`config.mk`:
```
export PLATFORM = sky130hd
export DESIGN_NAME = ysyx_22050550_hazard_scoreboard_flat
export DESIGN_NICKNAME = d
export VERILOG_FILES = /design/src/rtl/ysyx_22050550_hazard_scoreboard_if.sv /design/src/rtl/ysyx_22050550_hazard_scoreboard.sv /design/src/flat_wrapper.sv
export SDC_FILE = /design/constraint.sdc
export NUM_CORES = 1
export LEC_CHECK = 0
export ABC_AREA = 1
export CAP_MARGIN = 20
export CORE_UTILIZATION = 60
export DETAILED_ROUTE_END_ITERATION = 12
export PLACE_DENSITY = 0.83
export SLEW_MARGIN = 20
export SYNTH_ARGS = -nofsm -noshare
export SYNTH_HDL_FRONTEND = slang
export SYNTH_SLANG_ARGS = --single-unit
export TNS_END_PERCENT = 100
```
`constraint.sdc`:
```
create_clock -name clock -period 4.3 [get_ports clock]
set_input_delay 0.645 -clock clock [delete_from_list [all_inputs] [get_ports clock]]
set_output_delay 0.645 -clock clock [all_outputs]
set_load 0.05 [all_outputs]
```
`src/rtl/ysyx_22050550_hazard_scoreboard_if.sv`:
```
// Scoreboard bundle: IDU issue request, WBU retire and flush in; stall/status out.
// master drives the IDU/WBU/flush inputs; slave is the scoreboard itself.
interface ysyx_22050550_hazard_scoreboard_if #(
  parameter int TOT_W = 3
);
  logic             io_IDU_valid;
  logic             io_IDU_ren1;
  logic [4:0]       io_IDU_raddr1;
  logic             io_IDU_ren2;
  logic [4:0]       io_IDU_raddr2;
  logic             io_IDU_wen;
  logic [4:0]       io_IDU_waddr;
  logic             io_IDU_stall;
  logic             io_WBU_valid;
  logic [4:0]       io_WBU_waddr;
  logic             io_flush;
  logic             io_busy;
  logic [TOT_W-1:0] io_inflight;
  logic             io_err;

  modport master (
    output io_IDU_valid, io_IDU_ren1, io_IDU_raddr1,
    output io_IDU_ren2, io_IDU_raddr2,
    output io_IDU_wen, io_IDU_waddr,
    output io_WBU_valid, io_WBU_waddr, io_flush,
    input  io_IDU_stall, io_busy, io_inflight, io_err
  );

  modport slave (
    input  io_IDU_valid, io_IDU_ren1, io_IDU_raddr1,
    input  io_IDU_ren2, io_IDU_raddr2,
    input  io_IDU_wen, io_IDU_waddr,
    input  io_WBU_valid, io_WBU_waddr, io_flush,
    output io_IDU_stall, io_busy, io_inflight, io_err
  );
endinterface

```
`src/rtl/ysyx_22050550_hazard_scoreboard.sv`:
```
// Register scoreboard + issue control: counts in-flight writes per register,
// stalls IDU on uncovered RAW hazards and drains the pipe after a flush.
// Ports: clock, reset (async, active-high), b (slave modport of the bundle).
module ysyx_22050550_hazard_scoreboard #(
  parameter int NREG  = 32,
  parameter int CNT_W = 2,
  parameter int TOT_W = 3
) (
  input logic clock,
  input logic reset,
  ysyx_22050550_hazard_scoreboard_if.slave b
);
  localparam logic [0:0] S_RUN   = 1'b0;
  localparam logic [0:0] S_DRAIN = 1'b1;
  localparam logic [CNT_W-1:0] CMAX = {CNT_W{1'b1}};
  localparam logic [TOT_W-1:0] TMAX = {TOT_W{1'b1}};

  logic [CNT_W-1:0] r_cnt [NREG];
  logic [TOT_W-1:0] r_total;
  logic [0:0]       r_state;
  logic             r_err;

  logic            w_retire;
  logic            w_wr;
  logic            w_hz1;
  logic            w_hz2;
  logic            w_stall;
  logic            w_fire;
  logic            w_inc;
  logic            w_tot_dec;
  logic [NREG-1:0] w_inc_v;
  logic [NREG-1:0] w_dec_v;

  assign w_retire = b.io_WBU_valid && (b.io_WBU_waddr != 5'd0);
  assign w_wr     = b.io_IDU_wen && (b.io_IDU_waddr != 5'd0);

  // The last writer retiring this cycle is forwarded by ByPass, not stalled.
  assign w_hz1 = b.io_IDU_ren1 && (b.io_IDU_raddr1 != 5'd0)
              && (r_cnt[b.io_IDU_raddr1] != '0)
              && !((r_cnt[b.io_IDU_raddr1] == CNT_W'(1)) && w_retire
                   && (b.io_WBU_waddr == b.io_IDU_raddr1));
  assign w_hz2 = b.io_IDU_ren2 && (b.io_IDU_raddr2 != 5'd0)
              && (r_cnt[b.io_IDU_raddr2] != '0)
              && !((r_cnt[b.io_IDU_raddr2] == CNT_W'(1)) && w_retire
                   && (b.io_WBU_waddr == b.io_IDU_raddr2));

  assign w_stall = (r_state == S_DRAIN) || w_hz1 || w_hz2
                || (w_wr && (r_cnt[b.io_IDU_waddr] == CMAX))
                || (r_total == TMAX);

  // Issue during the flush cycle belongs to the squashed path.
  assign w_fire = b.io_IDU_valid && !w_stall && !b.io_flush;
  assign w_inc  = w_fire && w_wr;

  always_comb begin
    w_inc_v = '0;
    w_dec_v = '0;
    if (w_inc)    w_inc_v[b.io_IDU_waddr] = 1'b1;
    if (w_retire) w_dec_v[b.io_WBU_waddr] = 1'b1;
  end

  // Total follows the per-register rule: a retire of an idle register
  // only counts if a same-cycle issue to it cancels out.
  assign w_tot_dec = w_retire
                  && ((r_cnt[b.io_WBU_waddr] != '0)
                      || w_inc_v[b.io_WBU_waddr]);

  always_ff @(posedge clock or posedge reset) begin
    if (reset) begin
      for (int r = 0; r < NREG; r++) r_cnt[r] <= '0;
    end else begin
      for (int r = 0; r < NREG; r++) begin
        if (w_inc_v[r] && !w_dec_v[r])
          r_cnt[r] <= r_cnt[r] + 1'b1;
        else if (w_dec_v[r] && !w_inc_v[r] && (r_cnt[r] != '0))
          r_cnt[r] <= r_cnt[r] - 1'b1;
      end
    end
  end

  always_ff @(posedge clock or posedge reset) begin
    if (reset) begin
      r_total <= '0;
    end else if (w_inc && !w_tot_dec) begin
      r_total <= r_total + 1'b1;
    end else if (w_tot_dec && !w_inc) begin
      r_total <= r_total - 1'b1;
    end
  end

  always_ff @(posedge clock or posedge reset) begin
    if (reset) begin
      r_err <= 1'b0;
    end else if (w_retire && (r_cnt[b.io_WBU_waddr] == '0)) begin
      r_err <= 1'b1;
    end
  end

  always_ff @(posedge clock or posedge reset) begin
    if (reset) begin
      r_state <= S_RUN;
    end else begin
      unique case (r_state)
        S_RUN:   if (b.io_flush) r_state <= S_DRAIN;
        S_DRAIN: if (!b.io_flush && (r_total == '0)) r_state <= S_RUN;
        default: r_state <= S_RUN;
      endcase
    end
  end

  assign b.io_IDU_stall = w_stall;
  assign b.io_busy      = (r_state == S_DRAIN);
  assign b.io_inflight  = r_total;
  assign b.io_err       = r_err;
endmodule
```
`src/flat_wrapper.sv`:
```
// flat-port wrapper written by rule: the top's interface ports become plain ports
module ysyx_22050550_hazard_scoreboard_flat 
#(
  parameter int NREG  = 32,
  parameter int CNT_W = 2,
  parameter int TOT_W = 3
)
  (clock, reset, b_io_IDU_valid, b_io_IDU_ren1, b_io_IDU_raddr1, b_io_IDU_ren2, b_io_IDU_raddr2, b_io_IDU_wen, b_io_IDU_waddr, b_io_WBU_valid, b_io_WBU_waddr, b_io_flush, b_io_IDU_stall, b_io_busy, b_io_inflight, b_io_err);
  ysyx_22050550_hazard_scoreboard_if #(.TOT_W(TOT_W)) b_i ();
  input logic clock;
  input logic reset;
  input wire logic [$bits(b_i.io_IDU_valid)-1:0] b_io_IDU_valid;
  input wire logic [$bits(b_i.io_IDU_ren1)-1:0] b_io_IDU_ren1;
  input wire logic [$bits(b_i.io_IDU_raddr1)-1:0] b_io_IDU_raddr1;
  input wire logic [$bits(b_i.io_IDU_ren2)-1:0] b_io_IDU_ren2;
  input wire logic [$bits(b_i.io_IDU_raddr2)-1:0] b_io_IDU_raddr2;
  input wire logic [$bits(b_i.io_IDU_wen)-1:0] b_io_IDU_wen;
  input wire logic [$bits(b_i.io_IDU_waddr)-1:0] b_io_IDU_waddr;
  input wire logic [$bits(b_i.io_WBU_valid)-1:0] b_io_WBU_valid;
  input wire logic [$bits(b_i.io_WBU_waddr)-1:0] b_io_WBU_waddr;
  input wire logic [$bits(b_i.io_flush)-1:0] b_io_flush;
  output wire logic [$bits(b_i.io_IDU_stall)-1:0] b_io_IDU_stall;
  output wire logic [$bits(b_i.io_busy)-1:0] b_io_busy;
  output wire logic [$bits(b_i.io_inflight)-1:0] b_io_inflight;
  output wire logic [$bits(b_i.io_err)-1:0] b_io_err;
  assign b_i.io_IDU_valid = b_io_IDU_valid;
  assign b_i.io_IDU_ren1 = b_io_IDU_ren1;
  assign b_i.io_IDU_raddr1 = b_io_IDU_raddr1;
  assign b_i.io_IDU_ren2 = b_io_IDU_ren2;
  assign b_i.io_IDU_raddr2 = b_io_IDU_raddr2;
  assign b_i.io_IDU_wen = b_io_IDU_wen;
  assign b_i.io_IDU_waddr = b_io_IDU_waddr;
  assign b_i.io_WBU_valid = b_io_WBU_valid;
  assign b_i.io_WBU_waddr = b_io_WBU_waddr;
  assign b_i.io_flush = b_io_flush;
  assign b_io_IDU_stall = b_i.io_IDU_stall;
  assign b_io_busy = b_i.io_busy;
  assign b_io_inflight = b_i.io_inflight;
  assign b_io_err = b_i.io_err;
  ysyx_22050550_hazard_scoreboard #(.NREG(NREG), .CNT_W(CNT_W), .TOT_W(TOT_W)) u_core (.clock(clock), .reset(reset), .b(b_i));
endmodule
```
---- After elaboration in Yosys (flattened, before gate mapping) ----
Index checks and enable logic that the tools add are counted.
cells by class
  muxes and demuxes ....................... 89
  add/sub/neg operators ................... 66
  equal/unequal tests ..................... 6
  magnitude comparators ................... 8
  reductions and logical operators ........ 268
  bitwise operators ....................... 5
operators with widths
  operator               count
  $mux W2                72
  $reduce_bool A2 Y1     68
  $logic_and A1 B1 Y1    119
  $logic_not A1 Y1       70
  $add A2 B1 Y2 const B  32
  $mux W32               2
  $sub A2 B1 Y2 const B  32
  $bmux W2 S5            4
  $ge A6 B6 Y1 const B   4
  $not A5 Y6             4
  $reduce_bool A5 Y1     4
  $lt A5 B6 Y1 const B   2
  $demux W1 S5           2
  $eq A5 B5 Y1           2
  $ge A5 B1 Y1 const B   2
  $mux W3                2
  $bmux W1 S5            1
  $logic_or A1 B1 Y1     5
  $mux W1                5
  $eq A2 B1 Y1 const B   2
  $add A3 B1 Y3 const B  1
  $eq A3 B3 Y1 const B   1
  $logic_not A3 Y1       1
  $sub A3 B1 Y3 const B  1
  4 further kinds        4
storage, ports and cells
  bits in registers ....................... 69

---- Logic depth before layout (Yosys ltp) ----
  word-level depth ........................ 25
  gate-level depth with buffers ........... 31
  depth with buffers taken out ............ 29

---- Worst setup path before layout ----
OpenSTA, ideal clock, no wires.
  kind .................................... input to register
  from .................................... input port b_io_IDU_raddr2[2]
  to ...................................... register u_core.r_total[1], in the netlist u_core.b.io_inflight[1]
  path buffers ............................ 2
  library setup time ...................... 0.125 ns
  stages on the path ...................... 26
  setup slack ............................. 0.668 ns
  arrival time ............................ 3.507 ns
  cells stage by stage .................... buf_2 inv_2 nand2_1 nand2_1 nand2_1 nor2_1 nand3_1 nand2_1 nand2_1 nand3_1 nand2_1 nand2_1 nand3_4 nor2_8 buf_2 nand4_1 nand2_1 nor2_1 nor2_1 nor2_1 nand3_1 nand2_1 ha_1 inv_1 fa_1 mux2_2
on the way
  longest elaborated chain between the ends .. 24
ends and longest elaborated chain
  what                                           RTL line                                                                      source
  start, declared                                flat_wrapper.sv:16                                                            input wire logic [$bits(b_i.io_IDU_raddr2)-1:0] b_io_IDU_raddr2;
  $not A5 Y6 (not written as such)               ysyx_22050550_hazard_scoreboard.sv:43, ysyx_22050550_hazard_scoreboard.sv:44
  $bmux W2 S5                                    ysyx_22050550_hazard_scoreboard.sv:43, ysyx_22050550_hazard_scoreboard.sv:44
  $mux W2 (not written as such) (2 in series)    ysyx_22050550_hazard_scoreboard.sv:43, ysyx_22050550_hazard_scoreboard.sv:44
  $eq A2 B1 Y1                                   ysyx_22050550_hazard_scoreboard.sv:44                                         && !((r_cnt[b.io_IDU_raddr2] == CNT_W'(1)) && w_retire
  $logic_and A1 B1 Y1                            ysyx_22050550_hazard_scoreboard.sv:44
  $logic_and A1 B1 Y1                            ysyx_22050550_hazard_scoreboard.sv:45                                         && (b.io_WBU_waddr == b.io_IDU_raddr2));
  $logic_not A1 Y1                               ysyx_22050550_hazard_scoreboard.sv:44
  $logic_and A1 B1 Y1 *                          ysyx_22050550_hazard_scoreboard.sv:44
  [3 not listed]                                 --
  net b_io_IDU_stall                             flat_wrapper.sv:22                                                            output wire logic [$bits(b_i.io_IDU_stall)-1:0] b_io_IDU_stall;
  [4 not listed]                                 --
  $mux W32                                       ysyx_22050550_hazard_scoreboard.sv:58                                         if (w_inc) w_inc_v[b.io_IDU_waddr] = 1'b1;
  $bmux W1 S5                                    ysyx_22050550_hazard_scoreboard.sv:66                                         || w_inc_v[b.io_WBU_waddr]);
  $mux W1 (not written as such)                  ysyx_22050550_hazard_scoreboard.sv:66
  $logic_or A1 B1 Y1                             ysyx_22050550_hazard_scoreboard.sv:66
  $logic_and A1 B1 Y1                            ysyx_22050550_hazard_scoreboard.sv:65                                         && ((r_cnt[b.io_WBU_waddr] != '0)
  $logic_not A1 Y1                               ysyx_22050550_hazard_scoreboard.sv:84                                         end else if (w_inc && !w_tot_dec) begin
  $logic_and A1 B1 Y1                            ysyx_22050550_hazard_scoreboard.sv:84
  $mux W3 or $reduce_bool A2 Y1 (tied branches)  --
  end signal, assigned                           ysyx_22050550_hazard_scoreboard.sv:85                                         r_total <= r_total + 1'b1;
  end signal, assigned                           ysyx_22050550_hazard_scoreboard.sv:87                                         r_total <= r_total - 1'b1;
  end, declared                                  ysyx_22050550_hazard_scoreboard.sv:19                                         logic [TOT_W-1:0] r_total;
The timed path passes the listed nets; every way through them passes the cells marked *. The select of a mux whose other input is x is not followed.
A chain may end at the register's enable or synchronous reset.

---- Final worst setup path ----
  from .................................... input port b_io_WBU_waddr[2]
  to ...................................... register u_core.r_total[1], in the netlist u_core.b.io_inflight[1]
on the way
  longest elaborated chain between the ends .. 22
ends and longest elaborated chain
  what                                           RTL line                               source
  start, declared                                flat_wrapper.sv:20                     input wire logic [$bits(b_i.io_WBU_waddr)-1:0] b_io_WBU_waddr;
  $reduce_bool A5 Y1                             ysyx_22050550_hazard_scoreboard.sv:34  assign w_retire = b.io_WBU_valid && (b.io_WBU_waddr != 5'd0);
  $logic_and A1 B1 Y1                            ysyx_22050550_hazard_scoreboard.sv:34
  $logic_and A1 B1 Y1                            ysyx_22050550_hazard_scoreboard.sv:40  && !((r_cnt[b.io_IDU_raddr1] == CNT_W'(1)) && w_retire
  $logic_and A1 B1 Y1                            ysyx_22050550_hazard_scoreboard.sv:41  && (b.io_WBU_waddr == b.io_IDU_raddr1));
  $logic_not A1 Y1                               ysyx_22050550_hazard_scoreboard.sv:40
  $logic_and A1 B1 Y1                            ysyx_22050550_hazard_scoreboard.sv:40
  $logic_or A1 B1 Y1 (2 in series)               ysyx_22050550_hazard_scoreboard.sv:47  assign w_stall = (r_state == S_DRAIN) || w_hz1 || w_hz2
  $logic_or A1 B1 Y1                             ysyx_22050550_hazard_scoreboard.sv:48  || (w_wr && (r_cnt[b.io_IDU_waddr] == CMAX))
  [5 not listed]                                 --
  $mux W32                                       ysyx_22050550_hazard_scoreboard.sv:58
  $bmux W1 S5                                    ysyx_22050550_hazard_scoreboard.sv:66
  $mux W1 (not written as such)                  ysyx_22050550_hazard_scoreboard.sv:66
  $logic_or A1 B1 Y1                             ysyx_22050550_hazard_scoreboard.sv:66
  $logic_and A1 B1 Y1                            ysyx_22050550_hazard_scoreboard.sv:65
  $logic_not A1 Y1                               ysyx_22050550_hazard_scoreboard.sv:84
  $logic_and A1 B1 Y1                            ysyx_22050550_hazard_scoreboard.sv:84
  $mux W3 or $reduce_bool A2 Y1 (tied branches)  --
Parallel ways exist; a longest one is shown, timed or not. The select of a mux whose other input is x is not followed.

==> impl_metrics.ini <==
[layout]
multiInputGateArea_mm2 = 0.004169
fin_area_mm2 = 0.007797
area_delta_synth_final_pct = 15.66
nNetsFinal = 1219
diodes = 0
nFillCells = 966
layout-drive-gt1-share = 0.1022
seq_area_mm2 = 0.001727

[job]
maxCapViolations = 0

[sta]
tightest_slew_ns = 0.8806
fin_setup_tns_ns = 0
post-route-period-util = 0.9460
relSlewSlack = 0.4121
rsz0062_at_grt = no
timing.fmax_mhz = 245.8
skew_ns = 0.009807
setup_violations = 0
maxSlewViolCount = 0
hold_viol_final = 0
period_minus_slack_ns = 4.068

[yosys]
synth-warning-count = 0
ys_types = 48
seq_area_frac_synth = 0.2561
syn_nets = 1157
async_reset_ff_frac = 1.000
synth_area_leader_cell = dfrtp_1
synth_area_per_cell_um2 = 5.982
synthFlopType = dfrtp_1
synth_edf_count = 0
ys_seq_elements = 69
syn_area_mm2 = 0.006741
synthCells = 1127
synth_top_area_share = 0.2561
synth.top_cells.by_area = dfrtp_1 26%, nand2_1 18%, o21ai_0 8.2%

[detailed_routing]
drc_errors = 0
ant_nets = 0
drt_iter0_markers = 1241
vias = 8455
first_pass_iters = 6
viasPerCell = 6.338
wl_mm = 26.19
routedWlPerCell_um = 19.63

[clock_tree]
numCtsBuffers = 9
hold_buffers = 0
htree_num_levels = 3
clkTransAtPathRegs_ns = 0.08
clk_latency_ns = 0.39
ctsResizeCount = 0
post-cts-setup-buffers = 0
cts_sinks = 69
cts_root_buffer = clkbuf_8
clockBufferDepth = 2
tritoncts = built

[grt]
antenna_found_initial = 1
overflow = 0
grt_max_degree = 43
first_global_vias = 7347
grt_pass1_wl_mm = 39.81
grt_usage = 0.4614

[critical_path]
reg2reg_from = u_core.r_cnt[30]$_DFFE_PP0P_
critical_path_class = input pin to flop
crit_start = b_io_WBU_waddr[2]
crit_arrival_ns = 4.34
worst_setup_path_start_kind = input pin
worstSetupEndpointType = flop
worstPathRequired_ns = 4.57
crit_fanout = 10

[min_path]
min_path_type = flop to flop
hp-start = u_core.r_cnt[62]$_DFFE_PP0P_

[die]
fp-row-count = 38
ioPinCount = 34
die_h_um = 108
die-area_mm2 = 0.01166
initial_core_util = 0.6192
coreArea_mm2 = 0.01089
die_x_um = 108

[place]
gp_congestion = 1.106
hpwl_mm = 19.51
port_buffers = 33
place_area_mm2 = 0.007559

[power_and_ir_drop]
vdd_drop_max_mv = 0.3434
p_sw_frac = 0.4334
leakagePower_uw = 0.003803
p_comb_frac = 0.375
powerDensity_mw_per_mm2 = 342.5
seq_power_share = 0.372
p_sw_uw = 1158
pwr-share-clk = 0.253
internal_power_uw = 1513

[status]
outcome = finished, final reports clean
-- synthesized netlist by cell type (15+ instances only) --
cell and instances:
nand4_1 27, dfrtp_1 69, a21oi_1 53, clkbuf_1 15, o21ai_0 111, inv_1 129
o21ai_1 33, buf_2 24, nor2_1 104, nor3_1 16, nand3_1 70, nand2_1 330
xor2_1 19
-- flip-flops by register name, indices dropped and copies added (netlist names) --
| register | cells |
|---|---|
| u_core.r_cnt | 64 |
| u_core.b.io_inflight | 3 |
| u_core.b.io_err | 1 |
| u_core.b.io_busy | 1 |
-- final timing paths --
path                                                        to  slack (ns)  cells after the start
setup / recovery           u_core.b.io_inflight[1]$_DFFE_PP0P_        0.23                     25
hold / removal                    u_core.r_cnt[62]$_DFFE_PP0P_        0.41                      0
setup reg to reg           u_core.b.io_inflight[2]$_DFFE_PP0P_        0.77                     27
hold reg to reg                   u_core.r_cnt[62]$_DFFE_PP0P_        0.41                      0
max in group asynchronous         u_core.r_cnt[45]$_DFFE_PP0P_        2.60                      3
min in group asynchronous         u_core.r_cnt[26]$_DFFE_PP0P_        0.76                      2
-- power by group through the flow --
stage          clock (uW)  sequential (uW)  combinational (uW)
6_report              677              993                1000
5_1_grt               702             1000                1080
4_1_cts               668              974                 967
3_5_place_dp            0              985                 959
3_3_place_gp            0              986                 951
2_1_floorplan           0              975                 603
-- placed cells by master (no fill, tap or decap), types with 6 or more instances in the layout --
cell             netlist  final
a21oi_1               53     53
o21ai_1               33     33
o31ai_1                8      8
xor2_1                19     19
o211ai_1              14     14
nand3_1               70     70
clkbuf_8               0      9
o22ai_1                6      6
clkdlybuf4s50_1        0     30
nor3_1                16     16
buf_4                 11     69
or2_1                  7      7
buf_12                 0      6
nand4_1               27     27
dfrtp_1               69     69
inv_1                129    128
nor2_1               104    104
o21ai_0              111    111
o221ai_1               6      6
inv_2                 11     12
nand2_1              330    330
o2111ai_1              8      8
-- stage by stage --
step / hold slack, ns / setup slack (ns) / instances / util / power (uW)
floorplan: 0.4451 / 0.6680 / 1127 / - / 1578
global placement: 0.3926 / -0.04709 / 1318 / 0.6942 / 1937
detailed placement: 0.3847 / -0.08630 / 1318 / 0.6942 / 1944
CTS: 0.4054 / 0.3086 / 1334 / 0.7162 / 2609
global route: 0.4292 / 0.02954 / 1334 / 0.7162 / 2786
finish: 0.4069 / 0.2321 / 1334 / 0.7162 / 2671
-- final cells by class --
type,count,share of cell area
clock buffer,10,0.01637
inverter,143,0.06916
multi-input combinational,859,0.5347
clock inverter,6,0.01428
sequential,69,0.2214
timing repair buffer,107,0.1216
tap,140,0.02246
-- routing by layer --
| metal | vias to the layer above | global-route usage | wire (um) |
|---|---|---|---|
| li1 | 3839 | - | - |
| met4 | 0 | 0.2368 | 1417 |
| met2 | 745 | 0.6624 | 10630 |
| met1 | 3747 | 0.6217 | 10130 |
| met3 | 124 | 0.1398 | 4012 |
| met5 | - | 0 | 0 |
-- critical path, stage by stage --
cell and delay [ns]:
clkdlybuf4s50_1 0.63, inv_2 0.14, nand3_1 0.12, nand2_1 0.08, inv_2 0.11, nand3_1 0.21
nand2_1 0.14, nand2_1 0.06, nand3_1 0.07, nand2_1 0.05, nand2_1 0.10, nand3_4 0.12
nor2_8 0.18, buf_4 0.20, nand4_1 0.09, nand2_1 0.10, o21ai_1 0.07, nand2_1 0.08
nor2_1 0.04, nand3_1 0.07, nand2_1 0.06, ha_1 0.18, inv_1 0.10, fa_1 0.42
mux2_2 0.27
-- cell families after synthesis --
kind of cell / Yosys count / share of synthesized area
and+or+nand+nor: 575 / 0.3662
buffers and inverters: 199 / 0.1255
adders and majority gates: 2 / 0.004825
DFF: 69 / 0.2561
muxes: 1 / 0.001670
AOI/OAI and AO/OA: 258 / 0.2159
xor gates and xnor gates: 23 / 0.02988
(Power assumes the default switching activity.)
